$ cat src/rtl/fpu_conv_row_sequencer.sv
// rtl/fpu_conv_row_sequencer.sv - walks valid 3x3 conv output rows, emitting row fetch/store commands
// Optional: define FPU_SEQ_ROW_REUSE_EN to fetch only the new source row for output rows after the first.
module fpu_conv_row_sequencer #(
   parameter int ADDR_W = 32,
   parameter int DIM_W  = 16
) (
   input  logic              clk,
   input  logic              rst,
   input  logic              cfg_valid,
   input  logic [DIM_W-1:0]  image_width,
   input  logic [DIM_W-1:0]  image_height,
   input  logic [ADDR_W-1:0] start_address,
   input  logic [ADDR_W-1:0] result_address,
   output logic              cmd_valid,
   input  logic              cmd_ready,
   output logic              cmd_write,
   output logic [ADDR_W-1:0] cmd_addr,
   output logic [DIM_W-1:0]  cmd_len,
   output logic [1:0]        cmd_slot,
   input  logic              row_done,
   output logic              busy,
   output logic              done,
   output logic              err
);

   typedef enum logic [2:0] {
      S_IDLE, S_CHECK, S_FETCH, S_WAIT_ROW, S_STORE, S_NEXT, S_FINISH
   } state_t;

   state_t            state;
   logic [DIM_W-1:0]  width_q;
   logic [DIM_W-1:0]  height_q;
   logic [DIM_W-1:0]  out_row;
   logic [ADDR_W-1:0] start_q;
   logic [ADDR_W-1:0] result_q;
   logic [ADDR_W-1:0] res_base;
   logic [1:0]        fetch_left;
`ifdef FPU_SEQ_ROW_REUSE_EN
   // Address/slot of the most recently accepted fetch, i.e. source row r+2.
   logic [ADDR_W-1:0] tail_addr;
   logic [1:0]        tail_slot;
`else
   logic [ADDR_W-1:0] row_base;
   logic [1:0]        row_slot;
`endif

   logic [ADDR_W-1:0] w_ext;
   logic [DIM_W-1:0]  out_w;
   logic [ADDR_W-1:0] out_w_ext;

   assign w_ext     = ADDR_W'(width_q);
   assign out_w     = width_q - DIM_W'(2);
   assign out_w_ext = ADDR_W'(out_w);

   function automatic logic [1:0] slot_inc(input logic [1:0] s);
      return (s == 2'd2) ? 2'd0 : s + 2'd1;
   endfunction

   always_ff @(posedge clk) begin
      if (rst) begin
         state      <= S_IDLE;
         cmd_valid  <= 1'b0;
         cmd_write  <= 1'b0;
         cmd_addr   <= '0;
         cmd_len    <= '0;
         cmd_slot   <= 2'd0;
         busy       <= 1'b0;
         done       <= 1'b0;
         err        <= 1'b0;
         width_q    <= '0;
         height_q   <= '0;
         out_row    <= '0;
         start_q    <= '0;
         result_q   <= '0;
         res_base   <= '0;
         fetch_left <= 2'd0;
`ifdef FPU_SEQ_ROW_REUSE_EN
         tail_addr  <= '0;
         tail_slot  <= 2'd0;
`else
         row_base   <= '0;
         row_slot   <= 2'd0;
`endif
      end else begin
         done <= 1'b0;
         err  <= 1'b0;
         case (state)
            S_IDLE: begin
               if (cfg_valid) begin
                  width_q  <= image_width;
                  height_q <= image_height;
                  start_q  <= start_address;
                  result_q <= result_address;
                  busy     <= 1'b1;
                  state    <= S_CHECK;
               end
            end
            S_CHECK: begin
               if (width_q < DIM_W'(3) || height_q < DIM_W'(3)) begin
                  err   <= 1'b1;
                  busy  <= 1'b0;
                  state <= S_IDLE;
               end else begin
                  out_row    <= '0;
                  res_base   <= result_q;
                  cmd_valid  <= 1'b1;
                  cmd_write  <= 1'b0;
                  cmd_addr   <= start_q;
                  cmd_len    <= width_q;
                  cmd_slot   <= 2'd0;
                  fetch_left <= 2'd2;
`ifndef FPU_SEQ_ROW_REUSE_EN
                  row_base   <= start_q;
                  row_slot   <= 2'd0;
`endif
                  state      <= S_FETCH;
               end
            end
            S_FETCH: begin
               if (cmd_ready) begin
`ifdef FPU_SEQ_ROW_REUSE_EN
                  tail_addr <= cmd_addr;
                  tail_slot <= cmd_slot;
`endif
                  if (fetch_left == 2'd0) begin
                     cmd_valid <= 1'b0;
                     state     <= S_WAIT_ROW;
                  end else begin
                     cmd_addr   <= cmd_addr + w_ext;
                     cmd_slot   <= slot_inc(cmd_slot);
                     fetch_left <= fetch_left - 2'd1;
                  end
               end
            end
            S_WAIT_ROW: begin
               if (row_done) begin
                  cmd_valid <= 1'b1;
                  cmd_write <= 1'b1;
                  cmd_addr  <= res_base;
                  cmd_len   <= out_w;
                  cmd_slot  <= 2'd0;
                  state     <= S_STORE;
               end
            end
            S_STORE: begin
               if (cmd_ready) begin
                  cmd_valid <= 1'b0;
                  cmd_write <= 1'b0;
                  res_base  <= res_base + out_w_ext;
                  state     <= S_NEXT;
               end
            end
            S_NEXT: begin
               if (out_row == height_q - DIM_W'(3)) begin
                  state <= S_FINISH;
               end else begin
                  out_row   <= out_row + DIM_W'(1);
                  cmd_valid <= 1'b1;
                  cmd_write <= 1'b0;
                  cmd_len   <= width_q;
`ifdef FPU_SEQ_ROW_REUSE_EN
                  cmd_addr   <= tail_addr + w_ext;
                  cmd_slot   <= slot_inc(tail_slot);
                  fetch_left <= 2'd0;
`else
                  cmd_addr   <= row_base + w_ext;
                  cmd_slot   <= slot_inc(row_slot);
                  fetch_left <= 2'd2;
                  row_base   <= row_base + w_ext;
                  row_slot   <= slot_inc(row_slot);
`endif
                  state     <= S_FETCH;
               end
            end
            S_FINISH: begin
               done  <= 1'b1;
               busy  <= 1'b0;
               state <= S_IDLE;
            end
            default: state <= S_IDLE;
         endcase
      end
   end

endmodule
$ cat config.mk
export PLATFORM = sky130hd
export DESIGN_NAME = fpu_conv_row_sequencer
export DESIGN_NICKNAME = d
export VERILOG_FILES = /design/src/rtl/fpu_conv_row_sequencer.sv
export SDC_FILE = /design/constraint.sdc
export NUM_CORES = 1
export LEC_CHECK = 0
export CAP_MARGIN = 25
export CORE_MARGIN = 10
export CORE_UTILIZATION = 50
export DETAILED_ROUTE_END_ITERATION = 16
export GPL_TIMING_DRIVEN = 0
export PLACE_DENSITY = 0.79
export SLEW_MARGIN = 20
export SYNTH_ARGS = -nofsm -noshare
export SYNTH_HDL_FRONTEND = slang
export SYNTH_SLANG_ARGS = --single-unit
$ cat constraint.sdc
create_clock -name clk -period 4.5 [get_ports clk]
set_input_delay 1.35 -clock clk [delete_from_list [all_inputs] [get_ports clk]]
set_output_delay 1.35 -clock clk [all_outputs]
set_load 0.02 [all_outputs]
Word level (Yosys, flattened, before mapping)
Index checks and enable logic that the tools add are counted.
W data, S select, Z words.
{ "word_totals": {"regBits": 238, "romBits": 0, "ram_bits": 0, "input_bits": 101, "mem_count": 0, "latchBits": 0, "out_inout_bits": 55} }
{ "op_classes": {"shifts": 0, "mul": 0, "n_eq_ne": 18, "mux": 54, "n_addsub": 9, "n_bitwise": 1, "n_reduce_logical": 22, "div": 0, "magnitude_cmp": 2} }
{ "op_table": {"columns": ["cell", "count"], "rows": [
  ["$mux W32", 7],
  ["$pmux W32 S2", 2],
  ["$pmux W32 S4", 1],
  ["$add A32 B16 Y32", 3],
  ["$mux W16", 5],
  ["$pmux W16 S3", 1],
  ["$lt A16 B2 Y1 const B", 2],
  ["$pmux W16 S2", 1],
  ["$sub A16 B2 Y16 const B", 2],
  ["$mux W2", 12],
  ["$mux W3", 6],
  ["$ne A2 B2 Y1 const B", 9],
  ["$pmux W3 S6", 1],
  ["$add A16 B1 Y16 const B", 1],
  ["$eq A16 B16 Y1", 1],
  ["$reduce_and A5 Y1", 3],
  ["$mux W1", 12],
  ["$eq A3 B3 Y1 const B", 3],
  ["$reduce_and A3 Y1", 3],
  ["$reduce_bool A3 Y1", 3],
  ["$pmux W2 S4", 1],
  ["$reduce_bool A4 Y1", 2],
  ["$reduce_and A7 Y1", 1],
  ["$eq A3 B2 Y1 const B", 2],
  ["19 further kinds", 22]
]} }

Longest topological paths before layout
Gate-level depths: netlist of run 1.
{ "depth": {"word_depth": 5, "ltp_mapped": 18, "ltp_nobuf": 17} }

Worst setup path after synthesis of run 1
No wires, ideal clock.
{ "synth_timing": {"path_kind": "register to register", "from": "reg width_q[1]", "to": "reg res_base[21]", "setup_ns": 0.115, "setup_slack_ns": 0.726, "n_path_buf": 2, "t_arrival_ns": 3.659, "path_stages_with_launch": 19, "cell_sequence": "dfxtp_1 > inv_1 > ha_1 > nand2_1 > or3_1 > clkbuf_1 > nor2_1 > nand2_1 > xnor2_1 > ha_1 > a21o_1 > a21o_1 > a211oi_1 > nor2_1 > a211oi_1 > clkbuf_1 > nand4b_1 > a21oi_1 > o21a_1"} }
{ "synth_via": {"elab_chain_len": 4} }
{ "synth_lines": {"columns": ["item", "line_no", "text"], "rows": [
  ["from (decl)", "31", "logic [DIM_W-1:0] width_q;"],
  ["from (signal assigned)", "90", "width_q <= image_width;"],
  ["$sub A16 B2 Y16 / $lt A16 B2 Y1 (equally long branches)", "52, 99", null],
  ["$add A32 B16 Y32 / $logic_or A1 B1 Y1 (equally long branches)", "149, 99", null],
  ["$mux W32 / $ne A2 B2 Y1 (equally long branches)", null, null],
  ["$pmux W32 S2 / $reduce_and A3 Y1 (equally long branches)", null, null],
  ["to (signal assigned)", "105", "res_base <= result_q;"],
  ["to (signal assigned)", "149", "res_base <= res_base + out_w_ext;"],
  ["to (decl)", "36", "logic [ADDR_W-1:0] res_base;"]
]} }
Several ways; a longest one is shown, not always the timed one. The select of a mux whose other input is x is not followed.
A chain may end at the register's enable or synchronous reset.

Worst setup path after layout of run 1
{ "layout_timing": {"from": "reg width_q[1]", "to": "reg res_base[29]"} }
Same word-level chain as after synthesis.

==> results.md, run 1 <==
- Syn Inst Count: 1848
- Clock transition at the registers of the reported paths: 0.06 ns
- Pins Over Slew Limit: 0
- Synthesis Warnings: 0
- GR Util met2: 48.2%
- Largest net degree at the start of global routing: 14
- Grt ovf: 0
- Internal power: 0.00640 W
- Clock share of power: 19.9%
- Share of cells above drive strength 1: 5.12%
- Power share of the combinational group: between 50% and 60%
- Final Hold Viols: 0
- Worst ir drop on vdd: 0.371 mV
- Post-Syn Area: 14200 um^2
- Slowest cell on the critical path: dfxtp_2
- Synth unique cells: 87
- EDFF count, synth: 0
- Nets: 2193
- Initial antenna violation count: 0
- Grt met1 use: 39.3%
- Max Fclk: 235 MHz
- CTS tree: done
- Vias per inst: between 6 and 7
- Leak: 6.76 nW
- CP endpoint kind: register
- DRC: 0
- I/O pins: around 160
- Average size of a mapped cell: 7.68 um^2
- First-pass DRT Iterations: 6
- Post-layout min period: 4.26 ns
- WP data required: 4.89 ns
- Clock Skew: 0.00699 ns
- Sw power: 0.00557 W
- Initial Utilization: 50.8%
- Design area: about 17000 um^2
- Vias: 15409
- Slew @ Worst Pin: roughly 1.1 ns
- Total power: ~0.012 W
- Predominant post-synthesis flop cell: dfxtp_1
- Slew headroom: between 20% and 30%
- Startpoint types: register
- # clock sinks: 238
- Met3 usage: 5.93%
- Initial DRC Count: 1965
- Crit path max fanout: 10
- Die area: 35500 um^2
- Die Wd: between 150 and 200 um
- Fillers: 2588
- Register bit total from synthesis: 238
- Row count: between 60 and 70
- Die Ht: between 150 and 200 um
- Status: finished, final reports clean
- DRT antenna net count: 0
- Global-route wire length before repair: 85900 um
- Num CTS Buffers: 27
- Core ar.: between 20000 and 30000 um^2
- Post-DP HPWL: 42900 um
- # H-tree levels: 1
- Setup violators final: 0
- Max-Cap Viols: 0
- Top Usage Layer GRT: met2
- Clk Latency, worst-skew pair: 0.55 ns
- GP Congestion: 1.03
- Leading area contributor after synthesis: dfxtp_1
- Clock buffer depth: 3
- Vias in the first global route: approximately 14000
- All-layer global routing usage: 30.6%
- Yosys top cell area share: 33.6%
- Seq pwr share: 28.6%
- RSZ-0062 raised after global routing: false
- Area Overhead vs Synth: 21.2%
- Post-DP Area: around 16000 um^2
- Drt wl/cell: 23.6 um
- Buffers on Ports: approximately 160
- Post-Syn Nets: 2007
- Number of diodes: 0
- Sw Ratio: 46.5%
- Setup Crit Path Kind: register to register
- Final wirelength: 57300 um
- Worst hold path class: register to register
- Seq/Total Area, Yosys: 33.6%
- Root buffer cell: clkbuf_16
- Slowest stage delay, CP: 0.40 ns
- P per Cell Area: 696 nW/um^2
- Ys async rst share: 0%
- Worst EP arrival: 4.65 ns
- Cell Chain, Critical Path: clkinvlp_4, ha_1, nand2_1, or3_1, clkbuf_1, nor2_1, nand2_1, xnor2_2, ha_1, a21o_1, a21o_1, a211oi_1, nor2_1, a211oi_2, buf_2, nor3b_1, mux2i_1, o22ai_1
- Area contributors post-synth: dfxtp_1, nand2_1, a21oi_1
- Post-CTS setup buffers: 0
- Period utilisation layout: 94.7%
-- power groups by stage --
stage,clock network (W),logic (W),registers (W)
after floorplan,0,0.00391,0.00329
after global placement,0,0.00582,0.00340
after detailed placement,0,0.00591,0.00342
after CTS,0.00238,0.00595,0.00338
after global routing,0.00248,0.00662,0.00345
final,0.00239,0.00616,0.00342
-- flip-flops by register name, indices dropped and copies added (netlist names) --
register	flops
busy	1
cmd_addr	32
cmd_len	16
cmd_slot	2
cmd_valid	1
cmd_write	1
done	1
err	1
fetch_left	2
height_q	16
out_row	16
res_base	32
result_q	32
row_base	32
row_slot	2
start_q	32
state	3
width_q	16
-- stage by stage --
step | hold slack (ns) | setup WS, ns | setup TNS (ns) | instances | util, %
after global placement | 0.444 | -0.235 | -1.22 | 2381 | 58.1
final | 0.454 | 0.240 | 0 | 2430 | 61.6
after global routing | 0.479 | 0.000807 | 0 | 2430 | 61.6
after CTS | 0.451 | 0.0726 | 0 | 2429 | 61.5
after detailed placement | 0.447 | -0.240 | -1.37 | 2382 | 58.1
after floorplan | 0.432 | 0.726 | 0 | 1848 | -
-- placed cells by master (no fill, tap or decap), types with 9 or more instances in the layout --
| master | synthesis | routed |
|---|---|---|
| a211oi_1 | 32 | 31 |
| a21o_1 | 26 | 26 |
| a21oi_1 | 196 | 196 |
| a22oi_1 | 14 | 14 |
| a311oi_1 | 13 | 12 |
| a31oi_1 | 15 | 15 |
| and3_1 | 24 | 24 |
| buf_2 | 21 | 23 |
| clkbuf_1 | 91 | 94 |
| clkbuf_16 | 0 | 27 |
| clkdlybuf4s50_1 | 0 | 155 |
| dfxtp_1 | 238 | 237 |
| ha_1 | 55 | 55 |
| inv_1 | 24 | 23 |
| mux2i_1 | 26 | 26 |
| nand2_1 | 312 | 312 |
| nand2b_1 | 12 | 12 |
| nand3_1 | 31 | 31 |
| nand4_1 | 12 | 12 |
| nor2_1 | 194 | 194 |
| nor2b_1 | 14 | 14 |
| nor3_1 | 42 | 41 |
| nor4_1 | 11 | 11 |
| o211a_1 | 12 | 12 |
| o211ai_1 | 18 | 18 |
| o21ai_0 | 99 | 98 |
| o21bai_1 | 11 | 11 |
| o22ai_1 | 22 | 22 |
| o31ai_1 | 9 | 9 |
| or4_1 | 9 | 9 |
| xnor2_1 | 53 | 52 |
| xor2_1 | 57 | 57 |
-- path summary, 6_finish.rpt --
| check | cells past startpoint | to | startpoint | slack, ns |
|---|---|---|---|---|
| max | 18 | res_base[29] | width_q[1] | 0.24 |
| min | 2 | result_q[25] | result_q[25] | 0.45 |
| max reg2reg | 18 | res_base[29] | width_q[1] | 0.24 |
| min reg2reg | 2 | result_q[25] | result_q[25] | 0.45 |
-- logic make-up (layout without fill, tap and decap cells) --
logic type,Yosys count,after routing,share of synthesized area (%)
fa+ha+maj,58,58,5.27
compound gates,554,554,25.2
simple gates,716,716,22.9
flops,238,238,33.6
mux,26,26,1.83
buf+inv,145,349,4.28
xor+xnor,111,111,6.94
-- layer usage --
metal  routed length [um]  vias up  share of wire, %
met5                    0        -                 0
met1                23500     7236                41
li1                     -     7004                 -
met4                 3360        0               5.9
met3                 5570      198               9.7
met2                24900      971                43
-- critical path, delay by kind of cell (launching register included) --
family,cells,cell delay (ns)
buffers and inverters,3,0.71
adder cells (fa/ha/maj),2,0.62
multiplexers,1,0.16
AO/OA/AOI/OAI,5,1.10
flip-flops,1,0.40
XOR/XNOR,1,0.19
AND/OR/NAND/NOR,6,0.93
-- synth_stat cells, drive strengths merged (13+ instances only) --
cell      n
nand2   312
buf      29
clkbuf   91
mux2i    26
a311oi   13
ha       55
nor2b    14
a31oi    17
a21oi   198
o21ai   102
inv      24
a22oi    14
nor2    195
a211oi   33
o22ai    22
a21o     26
o211ai   18
xnor2    53
nor3     43
dfxtp   238
xor2     57
nand3    32
and3     24
-- area by class of cell --
| class | instances | area, um^2 | share of cell area, % |
|---|---|---|---|
| Inverter | 25 | 97.6 | 0.567 |
| Clock inverter | 12 | 196 | 1.14 |
| Tap cell | 378 | 473 | 2.75 |
| Multi-Input combinational cell | 1465 | 8850 | 51.4 |
| Clock buffer | 35 | 746 | 4.33 |
| Timing Repair Buffer | 157 | 1560 | 9.09 |
| Buffer | 120 | 515 | 3.00 |
| Sequential cell | 238 | 4770 | 27.7 |
-- what timing repair did --
item | in CTS | in global routing
setup endpoints to repair | 11 | 14
resized for setup | 3 | 7
pin swaps | 0 | 0
hold buffers | 0 | 0
Note: power is estimated with default switching activity, not from simulation.
==> inputs of run 2 (changes only) <==
--- a/config.mk
+++ b/config.mk
@@ -11,7 +11,7 @@
 export DETAILED_ROUTE_END_ITERATION = 16
 export GPL_TIMING_DRIVEN = 0
 export PLACE_DENSITY = 0.79
-export SLEW_MARGIN = 20
+export SLEW_MARGIN = 25
 export SYNTH_ARGS = -nofsm -noshare
 export SYNTH_HDL_FRONTEND = slang
 export SYNTH_SLANG_ARGS = --single-unit
==> results.md, run 2 (synthesis gave the netlist of run 1 again) <==
- Status: finished, final reports clean (unchanged)
- Nets: 2192 (was 2193)
- Row count: 61 (unchanged)
- Core ar.: 27900 um^2 (unchanged)
- WP data required: 4.91 ns (was 4.89 ns)
- Global-route wire length before repair: 85900 um (unchanged)
- Num CTS Buffers: 27 (unchanged)
- Post-DP HPWL: 42900 um (unchanged)
- Worst EP arrival: 4.70 ns (was 4.65 ns)
- Worst ir drop on vdd: 0.370 mV (was 0.371 mV)
- Slowest cell on the critical path: dfxtp_2 (unchanged)
- Hold path startpoint: result_q[0] (was result_q[25])
- Initial DRC Count: 1904 (was 1965)
- Startpoint types: register (unchanged)
- Commonest non-fill, non-tap cell in the layout: nand2_1 (unchanged)
- CP endpoint kind: register (unchanged)
- DRT antenna net count: 0 (unchanged)
- Largest net degree at the start of global routing: 14 (unchanged)
- Reg2reg end: res_base[30] (was res_base[29])
- Die Ht: 189 um (unchanged)
- DRC: 0 (unchanged)
- # clock sinks: 238 (unchanged)
- Crit path max fanout: 7 (was 10)
- Final Hold Viols: 0 (unchanged)
- Max-Cap Viols: 0 (unchanged)
- Worst hold stages: 2 (unchanged)
- Max Fclk: 233 MHz (was 235 MHz)
- Worst hold path class: register to register (unchanged)
- Drt wl/cell: 23.6 um (about the same)
- Design area: 17200 um^2 (unchanged)
- Final wirelength: 57300 um (about the same)
- Pins Over Slew Limit: 0 (unchanged)
- Reg2reg setup slack: 0.21 ns (was 0.24 ns)
- Worst Reg-to-Reg Cells: 14 (was 18)
- Reg2reg start: width_q[1] (unchanged)
- Setup violators final: 0 (unchanged)
- GP Congestion: 1.03 (unchanged)
- Most frequent cells in the layout: nand2_1, dfxtp_1, a21oi_1 (unchanged)
- Slowest stage delay, CP: 0.50 ns (was 0.40 ns)
- Leak: 6.75 nW (was 6.76 nW)
- First-pass DRT Iterations: 8 (was 6)
- Clk Latency, worst-skew pair: 0.55 ns (about the same)
- Buffers on Ports: 155 (unchanged)
- Hold Path Sink: result_q[0] (was result_q[25])
- RSZ-0062 raised after global routing: false (unchanged)
- All-layer global routing usage: 30.6% (unchanged)
- Clock Skew: 0.0114 ns (was 0.00699 ns)
- Cell Chain, Critical Path: clkinvlp_4, ha_1, nand2_1, or3_1, clkbuf_1, xnor2_1, ha_1, a21o_1, a2111oi_0, o21ai_2, a31oi_1, o21a_1, nor3_1, a2111oi_0 (was clkinvlp_4, ha_1, nand2_1, or3_1, clkbuf_1, nor2_1, nand2_1, xnor2_2, ha_1, a21o_1, a21o_1, a211oi_1, nor2_1, a211oi_2, buf_2, nor3b_1, mux2i_1, o22ai_1)
- Initial antenna violation count: 0 (unchanged)
- Vias: 15324 (was 15409)
- Initial Utilization: 50.8% (unchanged)
- CTS tree: done (unchanged)
- Die area: 35500 um^2 (unchanged)
- P per Cell Area: 695 nW/um^2 (was 696 nW/um^2)
- Number of diodes: 0 (unchanged)
- I/O pins: 156 (unchanged)
- Grt ovf: 0 (unchanged)
- Clock transition at the registers of the reported paths: 0.06 ns (about the same)
- Share of cells above drive strength 1: 5.12% (about the same)
- Placement Setup Slack: -0.240 ns (unchanged)
- Cts hold-fix bufs: 0 (unchanged)
- # H-tree levels: 1 (unchanged)
- Slew headroom: 27.8% (was 27.1%)
- Setup Crit Path Kind: register to register (unchanged)
- Slew @ Worst Pin: 1.08 ns (was 1.09 ns)
- Root buffer cell: clkbuf_16 (unchanged)
- Post-layout min period: 4.29 ns (was 4.26 ns)
- Clock buffer depth: 3 (unchanged)
- Period utilisation layout: 95.3% (was 94.7%)
- Vias per inst: 6.31 (was 6.34)
- Post-DP Area: 16200 um^2 (unchanged)
- Die Wd: 189 um (unchanged)
- Area Overhead vs Synth: 21.2% (unchanged)
- Vias in the first global route: 14422 (unchanged)
- Worst Slack Setup Final: 0.210 ns (was 0.240 ns)
## run 2: changes by cell type in the layout (fill, tap and decap cells not counted)
cell,change
a211oi_1,-1
a211oi_2,+1
buf_2,-1
## run 2: what timing repair did
item,in CTS,in global routing
endpoints found under the setup margin,11,14
buffers inserted,0,0
gates resized for setup,3,7
pin swaps,0,0
## run 2: area by class of cell
type | instances | area (um^2)
clock inverters | 12 | 196
fillers | 2585 | 10700
plain buffers | 120 | 515
clock buffers | 35 | 746
repair buffers | 156 | 1560
well taps | 378 | 473
inverters | 25 | 97.6
multi-input cells | 1465 | 8860
flip-flops and latches | 238 | 4770
## run 2: how the worst max path moves through the flow
stage          slack, ns  cells past startpoint       start      endpoint
6_report            0.21                     14  width_q[1]  res_base[30]
5_1_grt           0.0008                     14  width_q[1]  res_base[30]
4_1_cts             0.07                     15  width_q[1]  res_base[28]
3_5_place_dp       -0.24                     18  width_q[1]  res_base[29]
3_3_place_gp       -0.23                     18  width_q[1]  res_base[29]
2_1_floorplan       0.73                     18  width_q[1]  res_base[21]
## run 2: routing by layer
layer / vias to the layer above / wire length (um) / global-route usage [%]
met2: 950 / 24800 / 48.2
met1: 7190 / 23200 / 39.3
met4: 0 / 3370 / 15.1
met5: - / 0 / 0
met3: 194 / 5900 / 5.93
li1: 6990 / - / -
## run 2: critical path, delay by kind of cell (launching register included)
kind            cells  cell delay, ns
xor+xnor            1            0.11
simple gates        3            0.34
buf+inv             2            0.58
flops               1            0.50
compound gates      6            1.93
fa+ha+maj           2            0.69
## run 2: metrics by stage
step / power (W) / std cells / hold WS (ns) / util (%) / setup TNS [ns]
floorplan: 0.00720 / 1848 / 0.432 / - / 0
global placement: 0.00922 / 2381 / 0.444 / 58.1 / -1.22
detailed placement: 0.00933 / 2382 / 0.447 / 58.1 / -1.37
CTS: 0.0117 / 2429 / 0.451 / 61.5 / 0
global route: 0.0125 / 2429 / 0.479 / 61.6 / 0
finish: 0.0120 / 2429 / 0.455 / 61.6 / 0
## run 2: power by group
part,leakage [nW],total (W),switching [W],internal (W)
clock network,0.453,0.00238,0.000932,0.00145
logic,4.35,0.00616,0.00390,0.00226
registers,1.95,0.00342,0.000727,0.00269
total,6.75,0.0120,0.00556,0.00640
